File: config.mk
export PLATFORM = sky130hd
export DESIGN_NAME = stage_mem_flat
export DESIGN_NICKNAME = d
export VERILOG_FILES = /design/src/rtl/mips_abb_pkg.sv /design/src/rtl/stage_mem_if.sv /design/src/rtl/stage_mem_lane_align.sv /design/src/rtl/stage_mem.sv /design/src/flat_wrapper.sv
export SDC_FILE = /design/constraint.sdc
export NUM_CORES = 1
export LEC_CHECK = 0
export ABC_AREA = 0
export CAP_MARGIN = 10
export CORE_MARGIN = 3
export CORE_UTILIZATION = 49
export DETAILED_ROUTE_END_ITERATION = 6
export GPL_TIMING_DRIVEN = 1
export PLACE_DENSITY_LB_ADDON = 0.25
export REMOVE_ABC_BUFFERS = 1
export SETUP_SLACK_MARGIN = 0.2
export SYNTH_ARGS = -nofsm -noshare
export SYNTH_HDL_FRONTEND = slang
export SYNTH_SLANG_ARGS = --single-unit
export TNS_END_PERCENT = 20
File: constraint.sdc
create_clock -name cpu_clk_50M -period 2.2 [get_ports cpu_clk_50M]
set_clock_uncertainty 0.15 [all_clocks]
set_input_delay 0.44 -clock cpu_clk_50M [delete_from_list [all_inputs] [get_ports cpu_clk_50M]]
set_output_delay 0.44 -clock cpu_clk_50M [all_outputs]
set_load 0.01 [all_outputs]
File: src/rtl/mips_abb_pkg.sv
// Shared types for the MIPS pipeline: word/address aliases, memory op codes,
// memory-stage FSM states and small op-decoding helpers.
package mips_abb_pkg;

  typedef logic [31:0] reg_word;
  typedef logic [4:0]  reg_addr;
  typedef logic [31:0] dram_addr;
  typedef logic [31:0] dram_data;
  typedef logic [31:0] instr_addr;
  typedef logic [3:0]  byte_en;

  // Memory operation carried down the pipe with each instruction.
  typedef enum logic [2:0] {
    MEM_NONE    = 3'd0,
    MEM_B_LOAD  = 3'd1,
    MEM_W_LOAD  = 3'd2,
    MEM_B_STORE = 3'd3,
    MEM_W_STORE = 3'd4
  } memop;

  typedef enum logic [1:0] {
    IDLE = 2'd0,
    REQ  = 2'd1,
    WAIT = 2'd2,
    DONE = 2'd3
  } mem_state_e;

  // Width of the REQ+WAIT watchdog counter; must hold TIMEOUT_CYC-1.
  localparam int TIMEOUT_W = 8;

  function automatic logic is_mem(input memop op);
    return op inside {MEM_B_LOAD, MEM_W_LOAD, MEM_B_STORE, MEM_W_STORE};
  endfunction

  function automatic logic is_load(input memop op);
    return op inside {MEM_B_LOAD, MEM_W_LOAD};
  endfunction

  function automatic logic is_word(input memop op);
    return op inside {MEM_W_LOAD, MEM_W_STORE};
  endfunction

endpackage

File: src/rtl/stage_mem_if.sv
// Data-memory port: req/gnt request phase, rvalid response phase.
interface stage_mem_if;

  logic                   dm_req;
  logic                   dm_we;
  mips_abb_pkg::byte_en   dm_be;
  mips_abb_pkg::dram_addr dm_addr;
  mips_abb_pkg::dram_data dm_wdata;
  logic                   dm_gnt;
  logic                   dm_rvalid;
  mips_abb_pkg::dram_data dm_rdata;

  // The pipeline stage drives requests; the memory answers.
  modport master (
    output dm_req, dm_we, dm_be, dm_addr, dm_wdata,
    input  dm_gnt, dm_rvalid, dm_rdata
  );

  modport slave (
    input  dm_req, dm_we, dm_be, dm_addr, dm_wdata,
    output dm_gnt, dm_rvalid, dm_rdata
  );

endinterface

File: src/rtl/stage_mem_lane_align.sv
// Little-endian lane steering: byte enables and replicated store data on the
// way out, byte extraction with sign extension on the way back.
module mem_lane_align
  import mips_abb_pkg::*;
(
  input  memop     i_memop,
  input  logic [1:0] i_ofs,
  input  dram_data i_memd,
  input  dram_data i_rdata,
  output byte_en   o_be,
  output dram_data o_wdata,
  output reg_word  o_ld_word
);

  logic [7:0] w_byte;

  assign w_byte = i_rdata[{i_ofs, 3'b000} +: 8];

  // Select lanes and load data according to the access size.
  always_comb begin
    // NOTE: every output gets a default first so no path through the case can infer a latch.
    o_be      = '0;
    o_wdata   = '0;
    o_ld_word = i_rdata;
    case (i_memop)
      MEM_W_LOAD, MEM_W_STORE: begin
        o_be      = 4'hF;
        o_wdata   = i_memd;
        o_ld_word = i_rdata;
      end
      MEM_B_LOAD, MEM_B_STORE: begin
        o_be      = byte_en'(4'b0001 << i_ofs);
        o_wdata   = {4{i_memd[7:0]}};
        o_ld_word = {{24{w_byte[7]}}, w_byte};
      end
      default: ;
    endcase
  end

endmodule

File: src/rtl/stage_mem.sv
// Memory-access stage: ALU results pass through in one cycle; loads and
// stores hold the pipe while a req/gnt/rvalid access completes or times out.
module stage_mem
  import mips_abb_pkg::*;
#(
  parameter int TIMEOUT_CYC = 255
) (
  input  logic        cpu_clk_50M,
  input  logic        cpu_rst_n,
  input  logic        mem_i_valid,
  input  reg_word     mem_i_res,
  input  logic        mem_i_rfwe,
  input  reg_addr     mem_i_rfwa,
  input  memop        mem_i_memop,
  input  dram_addr    mem_i_mema,
  input  dram_data    mem_i_memd,
  input  instr_addr   mem_i_pc,
  output logic        mem_stall,
  stage_mem_if.master dm,
  output logic        mem_o_valid,
  output logic        mem_o_rfwe,
  output reg_addr     mem_o_rfwa,
  output reg_word     mem_o_wd,
  output instr_addr   mem_o_pc,
  output logic        mem_o_err
);

  mem_state_e r_state, w_next_state;

  // Instruction held for the duration of a memory access.
  reg_word   r_res;
  logic      r_rfwe;
  reg_addr   r_rfwa;
  memop      r_memop;
  dram_addr  r_mema;
  dram_data  r_memd;
  instr_addr r_pc;
  logic      r_err;
  reg_word   r_ld_word;

  logic [TIMEOUT_W-1:0] r_cnt;

  logic      r_o_valid, r_o_rfwe, r_o_err;
  reg_addr   r_o_rfwa;
  reg_word   r_o_wd;
  instr_addr r_o_pc;

  logic     w_accept, w_acc_mem, w_misalign, w_timeout, w_in_req;
  logic     w_capture, w_set_tmo;
  byte_en   w_be;
  dram_data w_wdata;
  reg_word  w_ld_word;

  assign w_accept   = (r_state == IDLE) && mem_i_valid;
  assign w_acc_mem  = w_accept && is_mem(mem_i_memop);
  assign w_misalign = is_word(mem_i_memop) && (mem_i_mema[1:0] != 2'b00);
  assign w_timeout  = (r_cnt == TIMEOUT_W'(TIMEOUT_CYC - 1));
  assign w_in_req   = (r_state == REQ);

  mem_lane_align u_align (
    .i_memop   (r_memop),
    .i_ofs     (r_mema[1:0]),
    .i_memd    (r_memd),
    .i_rdata   (dm.dm_rdata),
    .o_be      (w_be),
    .o_wdata   (w_wdata),
    .o_ld_word (w_ld_word)
  );

  // State register.
  always_ff @(posedge cpu_clk_50M or negedge cpu_rst_n) begin
    if (!cpu_rst_n) begin
      r_state <= IDLE;
    end else begin
      // NOTE: sequential state uses non-blocking assignment so every flop samples pre-edge values.
      r_state <= w_next_state;
    end
  end

  // Next-state decode plus load-data capture and timeout strobes.
  always_comb begin
    w_next_state = r_state;
    w_capture    = 1'b0;
    w_set_tmo    = 1'b0;
    case (r_state)
      IDLE: begin
        if (w_acc_mem) w_next_state = w_misalign ? DONE : REQ;
      end
      REQ: begin
        if (dm.dm_gnt) begin
          if (!is_load(r_memop)) begin
            w_next_state = DONE;
          end else if (dm.dm_rvalid) begin
            w_capture    = 1'b1;
            w_next_state = DONE;
          end else begin
            w_next_state = WAIT;
          end
        end else if (w_timeout) begin
          w_set_tmo    = 1'b1;
          w_next_state = DONE;
        end
      end
      WAIT: begin
        if (dm.dm_rvalid) begin
          w_capture    = 1'b1;
          w_next_state = DONE;
        end else if (w_timeout) begin
          w_set_tmo    = 1'b1;
          w_next_state = DONE;
        end
      end
      DONE:    w_next_state = IDLE;
      default: w_next_state = IDLE;
    endcase
  end

  // Watchdog: REQ is only entered from IDLE, so clearing in IDLE zeroes it on entry.
  always_ff @(posedge cpu_clk_50M or negedge cpu_rst_n) begin
    if (!cpu_rst_n) begin
      r_cnt <= '0;
    end else if (r_state == IDLE) begin
      r_cnt <= '0;
    end else if (r_state == REQ || r_state == WAIT) begin
      r_cnt <= r_cnt + 1'b1;
    end
  end

  // Hold registers: latch the instruction on accept, record data or errors later.
  always_ff @(posedge cpu_clk_50M or negedge cpu_rst_n) begin
    if (!cpu_rst_n) begin
      // NOTE: hold registers are reset too, so the bus outputs they feed never carry X.
      r_res     <= '0;
      r_rfwe    <= 1'b0;
      r_rfwa    <= '0;
      r_memop   <= MEM_NONE;
      r_mema    <= '0;
      r_memd    <= '0;
      r_pc      <= '0;
      r_err     <= 1'b0;
      r_ld_word <= '0;
    end else begin
      if (w_acc_mem) begin
        r_res   <= mem_i_res;
        r_rfwe  <= mem_i_rfwe;
        r_rfwa  <= mem_i_rfwa;
        r_memop <= mem_i_memop;
        r_mema  <= mem_i_mema;
        r_memd  <= mem_i_memd;
        r_pc    <= mem_i_pc;
        r_err   <= w_misalign;
      end
      if (w_set_tmo) r_err     <= 1'b1;
      if (w_capture) r_ld_word <= w_ld_word;
    end
  end

  // Writeback register: pass-through on a non-memory accept, held instruction in DONE.
  always_ff @(posedge cpu_clk_50M or negedge cpu_rst_n) begin
    if (!cpu_rst_n) begin
      r_o_valid <= 1'b0;
      r_o_rfwe  <= 1'b0;
      r_o_rfwa  <= '0;
      r_o_wd    <= '0;
      r_o_pc    <= '0;
      r_o_err   <= 1'b0;
    end else begin
      r_o_valid <= 1'b0;
      if (w_accept && !is_mem(mem_i_memop)) begin
        r_o_valid <= 1'b1;
        r_o_rfwe  <= mem_i_rfwe;
        r_o_rfwa  <= mem_i_rfwa;
        r_o_wd    <= mem_i_res;
        r_o_pc    <= mem_i_pc;
        r_o_err   <= 1'b0;
      end else if (r_state == DONE) begin
        r_o_valid <= 1'b1;
        r_o_rfwe  <= r_rfwe & ~r_err;
        r_o_rfwa  <= r_rfwa;
        r_o_wd    <= (is_load(r_memop) && !r_err) ? r_ld_word : r_res;
        r_o_pc    <= r_pc;
        r_o_err   <= r_err;
      end
    end
  end

  assign mem_stall   = (r_state != IDLE);

  assign dm.dm_req   = w_in_req;
  assign dm.dm_we    = w_in_req && !is_load(r_memop);
  assign dm.dm_be    = w_in_req ? w_be : '0;
  assign dm.dm_addr  = w_in_req ? {r_mema[31:2], 2'b00} : '0;
  assign dm.dm_wdata = w_in_req ? w_wdata : '0;

  assign mem_o_valid = r_o_valid;
  assign mem_o_rfwe  = r_o_rfwe;
  assign mem_o_rfwa  = r_o_rfwa;
  assign mem_o_wd    = r_o_wd;
  assign mem_o_pc    = r_o_pc;
  assign mem_o_err   = r_o_err;

endmodule

File: src/flat_wrapper.sv
// flat-port wrapper written by rule: the top's interface ports become plain ports
module stage_mem_flat import mips_abb_pkg::*;
#(
  parameter int TIMEOUT_CYC = 255
)
  (cpu_clk_50M, cpu_rst_n, mem_i_valid, mem_i_res, mem_i_rfwe, mem_i_rfwa, mem_i_memop, mem_i_mema, mem_i_memd, mem_i_pc, mem_stall, mem_o_valid, mem_o_rfwe, mem_o_rfwa, mem_o_wd, mem_o_pc, mem_o_err, dm_dm_req, dm_dm_we, dm_dm_be, dm_dm_addr, dm_dm_wdata, dm_dm_gnt, dm_dm_rvalid, dm_dm_rdata);
  stage_mem_if dm_i ();
  input  logic cpu_clk_50M;
  input  logic cpu_rst_n;
  input  logic mem_i_valid;
  input  reg_word mem_i_res;
  input  logic mem_i_rfwe;
  input  reg_addr mem_i_rfwa;
  input  memop mem_i_memop;
  input  dram_addr mem_i_mema;
  input  dram_data mem_i_memd;
  input  instr_addr mem_i_pc;
  output logic mem_stall;
  output logic mem_o_valid;
  output logic mem_o_rfwe;
  output reg_addr mem_o_rfwa;
  output reg_word mem_o_wd;
  output instr_addr mem_o_pc;
  output logic mem_o_err;
  output wire logic [$bits(dm_i.dm_req)-1:0] dm_dm_req;
  output wire logic [$bits(dm_i.dm_we)-1:0] dm_dm_we;
  output wire logic [$bits(dm_i.dm_be)-1:0] dm_dm_be;
  output wire logic [$bits(dm_i.dm_addr)-1:0] dm_dm_addr;
  output wire logic [$bits(dm_i.dm_wdata)-1:0] dm_dm_wdata;
  input wire logic [$bits(dm_i.dm_gnt)-1:0] dm_dm_gnt;
  input wire logic [$bits(dm_i.dm_rvalid)-1:0] dm_dm_rvalid;
  input wire logic [$bits(dm_i.dm_rdata)-1:0] dm_dm_rdata;
  assign dm_dm_req = dm_i.dm_req;
  assign dm_dm_we = dm_i.dm_we;
  assign dm_dm_be = dm_i.dm_be;
  assign dm_dm_addr = dm_i.dm_addr;
  assign dm_dm_wdata = dm_i.dm_wdata;
  assign dm_i.dm_gnt = dm_dm_gnt;
  assign dm_i.dm_rvalid = dm_dm_rvalid;
  assign dm_i.dm_rdata = dm_dm_rdata;
  stage_mem #(.TIMEOUT_CYC(TIMEOUT_CYC)) u_core (.cpu_clk_50M(cpu_clk_50M), .cpu_rst_n(cpu_rst_n), .mem_i_valid(mem_i_valid), .mem_i_res(mem_i_res), .mem_i_rfwe(mem_i_rfwe), .mem_i_rfwa(mem_i_rfwa), .mem_i_memop(mem_i_memop), .mem_i_mema(mem_i_mema), .mem_i_memd(mem_i_memd), .mem_i_pc(mem_i_pc), .mem_stall(mem_stall), .dm(dm_i), .mem_o_valid(mem_o_valid), .mem_o_rfwe(mem_o_rfwe), .mem_o_rfwa(mem_o_rfwa), .mem_o_wd(mem_o_wd), .mem_o_pc(mem_o_pc), .mem_o_err(mem_o_err));
endmodule
==> flow_summary.ini <==
[synthesis]
yosysSeqAreaShare = 0.522
synth_area_um2 = 12100
syn_inst = 1014
yosys_warnings = 0
synth-edff-count = 0
synth-seq-cells = 252
yosysTopAreaCellShare = 0.522
async_flop_share = 1.00
ys_types = 57
synth-main-ff-cell = dfrtp_1
synth_area_leaders = dfrtp_1 (52%), mux2_2 (13%), mux2i_1 (5.8%)
syn_avg_cell_area_um2 = 11.9
post-synth-top-area-cell = dfrtp_1

[routing]
wl_per_cell_um = 19.5
routed_wl_um = 33500
remaining_drc_errors = 0
dr_total_vias = 9148
viasPerCell = 5.34
first_pass_iters = 5
drt_iter0_drc = 610
antenna_left = 0

[pwr]
p_leak_nw = 8.14
internal-power_w = 0.0164
max-vdd-ir-drop_uv = 804
power_density_nw_per_um2 = 1380
p_seq_frac = 0.342
power.share.combinational = 0.467
clkPwrFrac = 0.190
p_sw_w = 0.00804
swShare = 0.329
fin_total_pwr_w = 0.0244

[layout]
final_cell_area_um2 = 17700
area_delta_synth_final_pct = 46.6
final_common_cell = dfrtp_1
most-common-layout-cells = dfrtp_1 (252), clkdlybuf4s50_1 (172), nand2_1 (144), mux2_4 (114)
final_nets = 1558
drive_above_1_share = 0.337
final_cells = 1714

[placement]
placed_area_um2 = 15800
place_ws_ps = -297
place_congestion = 0.839
io_buffers = 314
dp.cells = 1638
place_hpwl_um = 21800

[sta]
slew_viol_final = 0
setup_viol = 100
tightest_slew_ps = 544
max_freq_mhz = 399
min_period_over_period = 1.14
hold_viol_final = 0
slew_headroom = 0.635
fin_crit_ps = 2510
fin_ws_ps = -309
rsz0062_at_grt = true
whs_ps = 259

[clock_network]
clock_latency_ps = 530
clock-root-buffer = clkbuf_16
cts_buffers = 27
cts_max_path_buffers = 3
clock-sinks = 252
clk_pin_slew_ps = 60
cts_tree = yes
cts_htree_levels = 1

[outcome]
violations = negative setup slack
status = complete, but fails checks

[floorplan]
dieArea_um2 = 26600
start_util = 0.507
die_h_um = 163
row_count = 56
ios = 317
core_area_um2 = 23800
die_w_um = 163

[global_route]
grt_first_pass_wirelength_um = 50100
first_global_vias = 9222
antenna_found_initial = 1
grt_max_degree = 62
track_usage = 0.235
grt_overflow = 0

[setup_path]
r2r_start = u_core.r_state[1]
startpoint_type = flop
cp_slowest_cell = dfrtp_1
cp.arrival_ps = 1920
rrSetupSlack_ps = -260
worstPathMaxFanout = 6
end_kind = output pin
cpPeakStageDelay_ps = 400
r2r-end = u_core.r_ld_word[22]
path_cells = inv_2, ha_4, buf_12, buf_6, o21a_1, buf_6, and2_4, buf_6
cpMostUsedCell = buf_6
worstSetupPathType = flop to output pin
reg2regPathDepth = 11
required_ps = 1610

[worst_hold_path]
holdCritPathClass = input pin to asynchronous set/reset pin

[job]
cap_violations = 0
repair_timing:
action	in CTS	in global routing
resized for setup	435	175
setup buffers	8	10
gates cloned	6	2
hold endpoints to repair	73	0
endpoints found under the setup margin	380	280
pin swaps	21	16
hold buffers	1	0
synthesized netlist by cell type, drive strengths merged, types with 2 or more instances:
| cell | n |
|---|---|
| a31oi | 5 |
| nor2b | 2 |
| a22oi | 7 |
| a21oi | 30 |
| and2 | 38 |
| nand3 | 3 |
| nand4 | 3 |
| clkbuf | 27 |
| nor2 | 19 |
| o21ai | 52 |
| mux2i | 70 |
| mux2 | 174 |
| nand2b | 4 |
| dfrtp | 252 |
| inv | 8 |
| nand2 | 164 |
| o211ai | 32 |
| o31ai | 3 |
| nand3b | 33 |
| or3 | 2 |
| xnor2 | 5 |
| a21o | 2 |
| buf | 44 |
| ha | 9 |
| o2bb2ai | 7 |
power groups by stage:
stage | sequential, W | clock (W) | combinational (W)
global placement | 0.00816 | 0 | 0.00959
floorplan | 0.00825 | 0 | 0.00537
detailed placement | 0.00826 | 0 | 0.00983
CTS | 0.00823 | 0.00474 | 0.0101
finish | 0.00836 | 0.00465 | 0.0114
global route | 0.00862 | 0.00496 | 0.0122
routing by layer:
layer	GRT usage	wire length, um	vias up	part of all wire
li1	-	-	4265	-
met1	0.310	13900	4511	0.42
met2	0.395	16500	317	0.49
met3	0.0570	2340	53	0.070
met4	0.0542	689	2	0.021
met5	0	13	-	0.00039
registers in the layout, summed over array words and instances (netlist names):
name / cells
u_core.mem_o_err: 1
u_core.mem_o_pc: 32
u_core.mem_o_rfwa: 5
u_core.mem_o_rfwe: 1
u_core.mem_o_valid: 1
u_core.mem_o_wd: 32
u_core.r_cnt: 8
u_core.r_err: 1
u_core.r_ld_word: 32
u_core.r_mema: 32
u_core.r_memd: 32
u_core.r_memop: 3
u_core.r_pc: 32
u_core.r_res: 32
u_core.r_rfwa: 5
u_core.r_rfwe: 1
u_core.r_state: 2
final cells by class:
type	instances	area [um2]
diodes	3	7.51
clock buffers	40	764
clock inverters	6	134
fillers	1602	6120
inverters	9	43.8
multi-input cells	683	5920
flip-flops and latches	252	6310
well taps	319	399
repair buffers	402	4130
worst max-delay path by stage:
stage          depth (start not counted)         startpoint               to
6_report                               8  u_core.r_state[1]   dm_dm_wdata[3]
5_1_grt                                8  u_core.r_state[1]   dm_dm_wdata[3]
4_1_cts                                7  u_core.r_memop[2]   dm_dm_wdata[5]
3_5_place_dp                           6     mem_i_memop[1]  u_core.r_pc[10]
3_3_place_gp                           6     mem_i_memop[2]  u_core.r_res[9]
2_1_floorplan                          5  u_core.r_state[0]     u_core.r_err
cell families (layout without fill, tap and decap cells):
logic type               Yosys count  after routing  share of synthesized area
AO/OA/AOI/OAI                    145            145                     0.0753
AND/OR/NAND/NOR                  276            276                      0.111
buffers and inverters             80            457                     0.0456
other                              1              5                   0.000311
flip-flops                       252            252                      0.522
multiplexers                     245            245                      0.232
XOR/XNOR                           6              6                    0.00497
adder cells (fa/ha/maj)            9              9                    0.00933
per-stage QoR:
stage,util,setup TNS (ps)
3_5_place_dp,0.665,-50960
4_1_cts,0.712,-15210
6_report,0.743,-20700
2_1_floorplan,-,-689600
5_1_grt,0.743,-29040
3_3_place_gp,0.665,-46310
critical path: cells and delay by family, from the launching register on:
| family | cells | cell delay, ps |
|---|---|---|
| DFF | 1 | 400 |
| adders and majority gates | 1 | 150 |
| AOI/OAI and AO/OA | 1 | 170 |
| and+or+nand+nor | 1 | 140 |
| buffers and inverters | 5 | 520 |
No activity file was read; power rests on OpenSTA's default activity.
